==> src/rtl/lif_array_scheduler.sv <==
// lif_array_scheduler
//   Time-multiplexes a single leaky integrate-and-fire update datapath across
//   N_NEURONS virtual neurons. Membrane potentials live in an internal register
//   file. A timestep sweeps every neuron in ascending order. For each neuron the
//   block fetches the input current, updates the potential, and emits a spike
//   event when the neuron fires.
//
// Ports
//   clk, rst_n            clock (rising edge), synchronous active-low reset
//   cfg_we/addr/wdata     config write: 0=threshold 1=beta_shift 2=reset_mode
//                         3=clear all membranes (accepted only when idle)
//   step_valid/ready      start one timestep (ready only in IDLE)
//   cur_valid/ready/idx   input-current handshake for neuron cur_idx
//   cur_data              unsigned 8-bit input current
//   spk_valid/ready/idx   spike event; held stable until accepted
//   busy, step_done       status; step_done is a one-cycle end-of-step pulse
//   mon_idx, mon_state    combinational membrane read-back
module lif_array_scheduler #(
  parameter int         N_NEURONS = 8,
  parameter int         IDX_W     = 3,
  parameter logic [7:0] THR_RST   = 8'd127,
  parameter logic [2:0] BETA_RST  = 3'd1
) (
  input  logic             clk,
  input  logic             rst_n,
  input  logic             cfg_we,
  input  logic [1:0]       cfg_addr,
  input  logic [7:0]       cfg_wdata,
  input  logic             step_valid,
  output logic             step_ready,
  input  logic             cur_valid,
  output logic             cur_ready,
  output logic [IDX_W-1:0] cur_idx,
  input  logic [7:0]       cur_data,
  output logic             spk_valid,
  input  logic             spk_ready,
  output logic [IDX_W-1:0] spk_idx,
  output logic             busy,
  output logic             step_done,
  input  logic [IDX_W-1:0] mon_idx,
  output logic [7:0]       mon_state
);

  typedef enum logic [2:0] {
    S_IDLE,
    S_FETCH,
    S_UPDATE,
    S_EMIT,
    S_DONE
  } state_t;

  state_t           state_q, state_d;
  logic [IDX_W-1:0] idx_q, idx_d;
  logic [7:0]       cur_q, cur_d;
  logic [7:0]       thr_q, thr_d;
  logic [2:0]       beta_q, beta_d;
  logic [1:0]       mode_q, mode_d;
  logic [7:0]       mem_q [N_NEURONS];
  logic [7:0]       mem_d [N_NEURONS];

  logic [7:0]       m_shift;
  logic [8:0]       sum;
  logic [7:0]       v;
  logic [7:0]       m_new;
  logic             fire;
  logic             last;
  logic             cfg_acc;

  // Update datapath for the neuron currently addressed by idx_q.
  always_comb begin
    m_shift = mem_q[idx_q] >> beta_q;
    sum     = {1'b0, m_shift} + {1'b0, cur_q};
    v       = sum[8] ? 8'hFF : sum[7:0];
    fire    = (v >= thr_q);
    if (!fire || mode_q == 2'd0) begin
      m_new = v;
    end else if (mode_q == 2'd1) begin
      m_new = v - thr_q;  // fire implies v >= thr_q, so no underflow
    end else begin
      m_new = '0;
    end
    last = (idx_q == IDX_W'(N_NEURONS - 1));
  end

  // A step request in the same cycle as a config write takes priority.
  assign cfg_acc = cfg_we && (state_q == S_IDLE) && !step_valid;

  always_comb begin
    state_d = state_q;
    idx_d   = idx_q;
    cur_d   = cur_q;
    thr_d   = thr_q;
    beta_d  = beta_q;
    mode_d  = mode_q;
    for (int unsigned i = 0; i < N_NEURONS; i++) begin
      mem_d[i] = mem_q[i];
    end

    if (cfg_acc) begin
      case (cfg_addr)
        2'd0: thr_d  = cfg_wdata;
        2'd1: beta_d = cfg_wdata[2:0];
        2'd2: mode_d = cfg_wdata[1:0];
        default: begin
          for (int unsigned i = 0; i < N_NEURONS; i++) begin
            mem_d[i] = '0;
          end
        end
      endcase
    end

    case (state_q)
      S_IDLE: begin
        if (step_valid) begin
          idx_d   = '0;
          state_d = S_FETCH;
        end
      end
      S_FETCH: begin
        if (cur_valid) begin
          cur_d   = cur_data;
          state_d = S_UPDATE;
        end
      end
      S_UPDATE: begin
        mem_d[idx_q] = m_new;
        if (fire) begin
          state_d = S_EMIT;
        end else if (last) begin
          state_d = S_DONE;
        end else begin
          idx_d   = idx_q + 1'b1;
          state_d = S_FETCH;
        end
      end
      S_EMIT: begin
        if (spk_ready) begin
          if (last) begin
            state_d = S_DONE;
          end else begin
            idx_d   = idx_q + 1'b1;
            state_d = S_FETCH;
          end
        end
      end
      S_DONE: begin
        state_d = S_IDLE;
      end
      default: begin
        state_d = S_IDLE;
      end
    endcase
  end

  always_ff @(posedge clk) begin
    if (!rst_n) begin
      state_q <= S_IDLE;
      idx_q   <= '0;
      cur_q   <= '0;
      thr_q   <= THR_RST;
      beta_q  <= BETA_RST;
      mode_q  <= 2'd1;
      for (int unsigned i = 0; i < N_NEURONS; i++) begin
        mem_q[i] <= '0;
      end
    end else begin
      state_q <= state_d;
      idx_q   <= idx_d;
      cur_q   <= cur_d;
      thr_q   <= thr_d;
      beta_q  <= beta_d;
      mode_q  <= mode_d;
      for (int unsigned i = 0; i < N_NEURONS; i++) begin
        mem_q[i] <= mem_d[i];
      end
    end
  end

  assign step_ready = (state_q == S_IDLE);
  assign busy       = (state_q != S_IDLE);
  assign cur_ready  = (state_q == S_FETCH);
  assign cur_idx    = idx_q;
  assign spk_valid  = (state_q == S_EMIT);
  assign spk_idx    = (state_q == S_EMIT) ? idx_q : '0;
  assign step_done  = (state_q == S_DONE);
  assign mon_state  = mem_q[mon_idx];

endmodule

==> config.mk <==
export PLATFORM = sky130hd
export DESIGN_NAME = lif_array_scheduler
export DESIGN_NICKNAME = d
export VERILOG_FILES = /design/src/rtl/lif_array_scheduler.sv
export SDC_FILE = /design/constraint.sdc
export NUM_CORES = 1
export LEC_CHECK = 0
export CELL_PAD_IN_SITES_DETAIL_PLACEMENT = 1
export CELL_PAD_IN_SITES_GLOBAL_PLACEMENT = 1
export CORE_UTILIZATION = 30
export DETAILED_ROUTE_END_ITERATION = 12
export PLACE_DENSITY_LB_ADDON = 0.1
export REMOVE_ABC_BUFFERS = 1
export SLEW_MARGIN = 30
export SYNTH_ARGS = -nofsm -noshare
export SYNTH_HDL_FRONTEND = slang
export SYNTH_SLANG_ARGS = --single-unit
==> constraint.sdc <==
create_clock -name clk -period 7.85 [get_ports clk]
set_input_delay 2.355 -clock clk [delete_from_list [all_inputs] [get_ports clk]]
set_output_delay 2.355 -clock clk [all_outputs]
set_load 0.1 [all_outputs]
Yosys cells after proc, flatten, opt, wreduce, memory -nomap -nowiden
Memory sizes are Yosys's and may differ from the RTL's. A register that Yosys moved wholly into a read port is not among the register bits.
Cells that the tools add are included.
Storage, ports and cells
  bits in latches: 0
  word-level logic and storage cells: 86
  memories kept: 1
  RAM bits: 64
  input port bits: 27
  bits in registers: 27
  ROM bits: 0
  output and inout port bits: 19
Operators by class
  order comparisons: 3
  equal/unequal tests: 12
  bitwise operators: 9
  mux-type cells: 33
  reductions and logical operators: 18
  $add $sub $neg: 3
  divide/modulo/power cells: 0
  $mul: 0
  shift operators: 1
Memory list
  mem_q: depth 8, bits a word 8, read ports 10, clocked after Yosys merged registers in 1, wr ports 8, line 58  | logic [7:0] mem_q [N_NEURONS];
Operators with widths (count)
  2-to-1 mux 64 bit: 3
  2-to-1 mux 8 bit: 12
  bitwise mux 64 bit: 1
  2-to-1 mux 3 bit: 12
  demux 8 bit (select 3 bit): 1
  one-hot mux 3 bit (4 select lines): 1
  adder 8 x 8 -> 9 bit: 1
  one-hot mux 3 bit (3 select lines): 1
  greater-or-equal comparator 8 bit: 1
  OR 1 bit: 8
  AND reduction 2 bit: 4
  right shift 8 x 3 -> 8 bit: 1
  subtractor 8 bit: 1
  == test 3 x 2 -> 1 bit (second input constant): 2
  == test 3 bit (second input constant): 2
  inequality test 2 bit (second input constant): 3
  nonzero test 3 bit: 2
  == test 2 x 1 -> 1 bit (second input constant): 2
  greater-or-equal comparator 4 bit (second input constant): 1
  logical NOT 2 bit: 2
  less-than comparator 4 x 1 -> 1 bit (second input constant): 1
  inverter 3 -> 4 bit: 1
  AND reduction 4 bit: 1
  adder 3 x 1 -> 3 bit (second input constant): 1
  other kinds (10): 14

Longest topological paths before layout
  depth after elaboration: 10
  depth in mapped cells: 23
  gate-level depth less buffers: 21

Least setup slack after synthesis
No wires, ideal clock.
  kind: input port to output port
  start point: input port mon_idx[0]
  end point: output port mon_state[1]
  arrival time: 3.885 ns
  path buffers: 2
  required time: 5.495 ns
  path slack: 1.610 ns
  cell stages on the path: 4
  cell sequence: buf_2 buf_2 mux4_2 mux2_2
Between the ends
  longest elaborated chain between the ends: 1
RTL lines
  start, declared: line 40  | input logic [IDX_W-1:0] mon_idx,
  memory read (8 x 8 bit)
  end, declared: line 41  | output logic [7:0] mon_state
Every way passes these cells.

Worst setup path after layout
  start point: input port mon_idx[1]
  end point: output port mon_state[7]
The elaborated chain is that of the path after synthesis.

==> impl_metrics.ini <==
[die]
die_h_um = 137
die-area_mm2 = 0.0189
die_x_um = 137
rows = 49
coreArea_mm2 = 0.0180
pin_count = 46
initial_core_util_pct = 30.6

[yosys]
yosysTopAreaCellShare_pct = 34.2
synthDistinctLibCells = 67
synthArstFlopShare_pct = 0
syn-cell-area_mm2 = 0.00551
yosysSeqAreaShare_pct = 34.2
synth-edff-count = 0
ys.flop_type = dfxtp_1
avgSynthCellArea_um2 = 9.69
synth-seq-cells = 94
synth_area_leaders = dfxtp_1 34%, mux4_1 7.6%, mux4_2 6.5%
syn_inst = 568
synth_largest_area_cell = dfxtp_1
synth_warnings = 0
synthTopCellsByCount = 94 x dfxtp_1, 94 x nand2_1, 67 x o21ai_0

[final_layout]
insertedDiodeCount = 0
fillers = 2055
post-route-util_pct = 36.1
drive_above_1_share_pct = 12.9
synthToLayoutAreaGrowth_pct = 17.8
nNetsFinal = 652

[placement]
routabilityCongestion = 0.788
dp_hpwl_um = 12700
portBuffers = 45

[power]
seqPwrFrac_pct = 40.7
combinationalPowerShare_pct = 17.7
leakage_nw = 2.45
ir_worst_vdd_uv = 135
intPower_mw = 0.852
sw_frac_of_total_pct = 30.3
clkPwrFrac_pct = 41.5
power_density_mw_per_mm2 = 188
p_switching_mw = 0.370

[grt]
antenna_found_initial = 0
grt_max_degree = 46
grt_pass1_vias = 4687
track_usage_pct = 19.5
grt.overflow.total = 0
grt_first_pass_wirelength_um = 26700

[clock_tree]
clock_latency_ps = 360
cts.clk_slew.worst_paths_ps = 70
post-cts-setup-buffer-count = 0
cts_sinks = 94
clockRootBuffer = clkbuf_16
cts_tree = built
cts_resized = 0
cts_max_level = 3
numCtsBuffers = 9
cts_hold_buf = 0
clock_path_buffers = 2

[routing]
ant_nets = 0
viasPerCell = 5.38
firstDrtPassIters = 4
drtIter0Drc = 246
wl_um = 17600
num_vias = 4522
drc = 0
post_drt_wl_per_cell_um = 20.9

[critical_path]
crit_chain = clkdlybuf4s50_1, mux4_2, mux2_2, buf_4
critPathArrivalTime_ps = 4370
cpPeakStageDelay_ps = 1060
cp-end-kind = output pin
required_ps = 5500
start_kind = input pin
worstSetupPathType = input pin to output pin
slowest_stage = clkdlybuf4s50_1
crit_fanout = 16

[timing]
fin_crit_sh_pct = 85.7
max_freq_mhz = 149
tns_ps = 0
maxSlewViolCount = 0
fin_crit_ps = 6730
rsz0062_at_grt = no
finalClockSkew_ps = 7.89
slew_headroom_pct = 34.6
setup_violations = 0
worstMarginPinSlew_ps = 978
hold_violations = 0

[job]
cap_viol_max_count = 0

[worst_hold_path]
hold_path_class = register to register

[run_status]
outcome = finished, final reports clean
-- cell families (layout without fill, tap and decap cells) --
logic type	count (synthesis)	in the layout	synth area share [%]
adders and majority gates	19	19	4.59
buffers and inverters	43	86	3.39
and+or+nand+nor	186	186	15.7
DFF	94	94	34.2
AOI/OAI and AO/OA	150	150	19.8
muxes	70	70	21.4
xor gates and xnor gates	6	6	0.955
-- area by class of cell --
class	instances	area [µm²]	area share, %
Sequential cell	94	1880	29.0
Timing Repair Buffer	47	445	6.87
Clock buffer	10	239	3.68
Clock inverter	6	100	1.54
Multi-Input combinational cell	431	3450	53.2
Tap cell	229	287	4.42
Inverter	23	86.3	1.33
-- power by group through the flow --
stage               clock network (mW)  registers [mW]  logic, mW
floorplan                            0           0.506      0.142
global placement                     0           0.508      0.215
detailed placement                   0           0.508      0.218
CTS                              0.520           0.497      0.220
global route                     0.541           0.499      0.235
finish                           0.508           0.497      0.217
-- worst paths after layout --
path,start,to,slack [ps],cells after the start
max reg2reg,register,mem_q[4][1],1620,16
min,mem_q[0][2],mem_q[0][2],470,2
min reg2reg,mem_q[0][2],mem_q[0][2],470,2
max,mon_idx[1],mon_state[7],1120,4
-- layer usage --
layer / up-vias / GRT usage, % / wire (µm) / part of all wire, %
met5: - / 0 / 0 / 0
met4: 0 / 5.43 / 239 / 1.4
met3: 22 / 2.94 / 817 / 4.6
met2: 82 / 32.3 / 8440 / 48
met1: 2227 / 26.1 / 8100 / 46
li1: 2191 / - / - / -
-- per-stage QoR --
stage / hold WS [ps] / area, µm² / worst slack (ps) / std cells / total power [mW]
CTS: 472 / 6480 / 1130 / 840 / 1.24
finish: 472 / 6490 / 1120 / 840 / 1.22
global placement: 450 / 6140 / 1190 / 824 / 0.723
detailed placement: 463 / 6140 / 1140 / 824 / 0.726
global route: 492 / 6490 / 1100 / 840 / 1.27
floorplan: 433 / 5410 / 2190 / 548 / 0.648
-- worst max-delay path, delay by kind of cell --
kind,cells,cell delay [ps]
muxes,2,710
buffers and inverters,2,1300
-- registers in the layout (all words and copies together), names as in the netlist, named ones only --
name	count
mem_q	64
cur_q	8
thr_q	8
beta_q	3
cur_idx	3
state_q	3
mode_q	2
-- placed cells by master, fill, tap and decap left out, types with 17 or more instances in the layout --
cell	Yosys	final
clkdlybuf4s50_1	0	37
dfxtp_1	94	94
ha_1	17	17
inv_1	23	23
mux2i_1	25	25
nand2_1	94	94
nor2_1	36	36
nor2b_1	18	18
o21ai_0	67	67
No activity file was read; power rests on OpenSTA's default activity.
==> edit 1 (config.mk and constraints unchanged) <==
`N_NEURONS`: 8 -> 4.
--- a/src/rtl/lif_array_scheduler.sv
+++ b/src/rtl/lif_array_scheduler.sv
@@ -16,7 +16,7 @@
 //   busy, step_done       status; step_done is a one-cycle end-of-step pulse
 //   mon_idx, mon_state    combinational membrane read-back
 module lif_array_scheduler #(
-  parameter int         N_NEURONS = 8,
+  parameter int         N_NEURONS = 4,
   parameter int         IDX_W     = 3,
   parameter logic [7:0] THR_RST   = 8'd127,
   parameter logic [2:0] BETA_RST  = 3'd1
Formal check against the unedited RTL: not equivalent (a bounded check fails within 4 cycles, from zero or initial values and one cycle with rst_n low).
==> edit 1 against the unedited design <==
Area after synthesis decreased by 28%; setup slack improved by 0.29 ns; synthesized cell count decreased by 24%; sequential cell count decreased by 33; design area decreased by 25%; clock skew about the same; routed wire length decreased by 32%; power decreased by 11%; critical path type unchanged; count of clock-buffer cells in the layout unchanged.
==> edit 1: results (changes against the unedited design) <==
----------------------------------------------------
[Final layout]
  Share of layout cells above drive strength 1 ... 14.3% (+1.4 points)
  Largest registers ... mem_q x32, cur_q x8, thr_q x8
  Signal inverters ... 21 (-8.7%)
  Number of nets in the final layout ... 520 (-20%)
  Proportion of cell area spent on the clock network ... 6.73% (+1.5 points)
  Fraction of cell area in non-clock buffers ... 8.95% (+2.1 points)
  Multi-input combinational area share ... 52.9% (-0.26 points)

[GRT]
  Total routing resource utilization after global routing ... 19.2% (-0.28 points)
  Met3 track demand over resource ... 4.89% (+1.9 points)
  Global Route met2 Usage ... 33.2% (+0.85 points)
  Pin count of the biggest net entering global routing ... 24 (-48%)
  Via count of the first global-routing pass ... 3,686 (-21%)

[Synth]
  Post-Synth Adder-Cell Area ... 7.33% (+2.7 points)
  Mux share of post-synthesis cell area ... 16.7% (-4.7 points)
  Synth Area in Compound Gates ... 19.9% (+0.12 points)
  Seq/Total Area, Yosys ... 30.8% (-3.3 points)
  Count of cell types in the netlist ... 70 (+4.5%)

[Place]
  Final GP Congestion ... 0.774 (-1.8%)
  Placement Cell Area ... 0.00451 mm2 (-27%)
  Port Buffers ... 44 (-2.2%)

[Critical path]
  Worst-path maximum fanout ... 8 (-8)
  Slowest stage delay, CP ... 0.86 ns (-0.20 ns)
  Arrival time worst endpoint ... 4.08 ns (-0.29 ns)

[Power and ir drop]
  Leakage power total ... 1.91 nW (-22%)

[Drt]
  Met3 layer wire length in the routed design ... 419 um (-49%)
  Met1 wire length ... 5550 um (-31%)

[Status]
  Outcome ... completed

[STA]
  Worst Clk Skew ... 0.00796 ns (+0.0000694 ns)

----------------------------------------------------
==> edit 1: cell count changes in the layout (fill, tap and decap cells not counted), moves of 9 or more <==
| cell | unedited run | this run |
|---|---|---|
| a22o_1 | 0 | 9 |
| mux4_1 | 16 | 0 |
| a21oi_1 | 10 | 21 |
| o21ai_0 | 67 | 24 |
| dfxtp_1 | 94 | 61 |
| a32o_1 | 10 | 1 |
| nor2b_1 | 18 | 4 |
| nand2_1 | 94 | 49 |
==> edit 1: worst paths after layout <==
| check | from | to | slack (ns) | cells after the start |
|---|---|---|---|---|
| max | mon_idx[0] | mon_state[5] | 1.42 | 3 |
| min | mem_q[1][1] | mem_q[1][1] | 0.49 | 2 |
| max reg2reg | register | mem_q[3][5] | 2.33 | 17 |
| min reg2reg | mem_q[1][1] | mem_q[1][1] | 0.49 | 2 |
==> edit 2 (same flow settings) <==
Without the edit above. Put a register stage on the outputs `spk_valid` and `spk_idx`. The values now appear one clock later. The other outputs are not delayed to match.
--- a/src/rtl/lif_array_scheduler.sv
+++ b/src/rtl/lif_array_scheduler.sv
@@ -180,8 +180,10 @@
   assign busy       = (state_q != S_IDLE);
   assign cur_ready  = (state_q == S_FETCH);
   assign cur_idx    = idx_q;
-  assign spk_valid  = (state_q == S_EMIT);
-  assign spk_idx    = (state_q == S_EMIT) ? idx_q : '0;
+  always_ff @(posedge clk) begin
+    spk_valid <= (state_q == S_EMIT);
+    spk_idx   <= (state_q == S_EMIT) ? idx_q : '0;
+  end
   assign step_done  = (state_q == S_DONE);
   assign mon_state  = mem_q[mon_idx];
 
Formal check against the unedited RTL: not equivalent (Yosys sat finds a counterexample within 4 cycles, from zero or initial values and one cycle with rst_n low).
==> edit 2 against the unedited design <==
Critical path depth unchanged; area after synthesis decreased by 1.5%; setup slack improved by 0.016 ns; design area decreased by 1.3%; power decreased by 2.1%; routed wire length decreased by 4.5%; critical path type unchanged; sequential cell count increased by 4; fmax increased by 0.24%; highest routed layer unchanged.
==> edit 2: results (changes against the unedited design) <==
----------------------------------------------------
[Status]
  Outcome ... completed

[Place]
  Final GP Congestion ... 0.792 (+0.57%)
  Placed instance count ... 828 (+0.49%)
  Worst setup slack before clock tree synthesis ... 1.17 ns (+0.0300 ns)

[Synth]
  Seq/Total Area, Yosys ... 36.2% (+2.0 points)
  Mux share of post-synthesis cell area ... 21.1% (-0.32 points)
  Cell types with the largest area share after synthesis ... dfxtp_1 36%, mux4_2 13%, nand2_1 6.7%, o21ai_0 5.2%, mux2i_1 4.2%
  XOR/XNOR share of the synthesized area ... 0.485% (-0.47 points)
  Count of cell types in the netlist ... 62 (-7.5%)

[Critical path]
  Worst reg2reg path endpoint ... mem_q[0][6]
  Slowest stage delay, CP ... 1.04 ns (-0.02 ns)
  Worst setup slack for register-to-register paths ... 1.45 ns (-0.17 ns)
  Number of cells on the worst reg-to-reg path ... 23 (+7)

[STA]
  Worst slew margin relative to its limit ... 34.2% (-0.41 points)
  Worst hold slack ... 0.461 ns (-0.0111 ns)

[GRT]
  Pin count of the biggest net entering global routing ... 22 (-52%)
  Total routing resource utilization after global routing ... 19.5% (-0.027 points)

[Power and ir drop]
  Cell-internal power ... 0.872 mW (+2.4%)
  Seq power ... 0.517 mW (+4%)

[Final layout]
  Number of nets in the final layout ... 660 (+1.2%)
  Total of fill cells in the finished design ... 1,977 (-3.8%)

[Worst hold path]
  Hold EP ... mem_q[3][7]

[Drt]
  Per-cell routed wire length ... 19.9 um (-5.0%)
  Drt first-iter violations ... 248 (+0.81%)
  Via-to-Cell Ratio ... 5.39 (about the same)

----------------------------------------------------
## edit 2: worst max path at each step
stage                from            to  slack (ns)  depth (start not counted)
6_report       mon_idx[1]  mon_state[7]        1.14                          4
5_1_grt          register   mem_q[6][6]        0.86                         23
4_1_cts        mon_idx[1]  mon_state[7]        1.17                          4
3_5_place_dp   mon_idx[1]  mon_state[7]        1.17                          4
3_3_place_gp   mon_idx[1]  mon_state[7]        1.21                          4
2_1_floorplan  mon_idx[0]  mon_state[0]        2.19                          2
## edit 2: layout make-up
type | count | area [um2] | share of cell area (%)
clock buffer | 10 | 229 | 3.57
tap | 225 | 282 | 4.39
inverter | 20 | 75.1 | 1.17
multi-input combinational | 437 | 3290 | 51.4
timing repair buffer | 48 | 453 | 7.07
clock inverter | 6 | 113 | 1.76
sequential | 98 | 1960 | 30.6
## edit 2: layer usage
layer / wire, um / track usage (%)
met2: 7960 / 31.8
met3: 576 / 3.95
met4: 310 / 6.11
met5: 0 / 0
met1: 7950 / 25.6
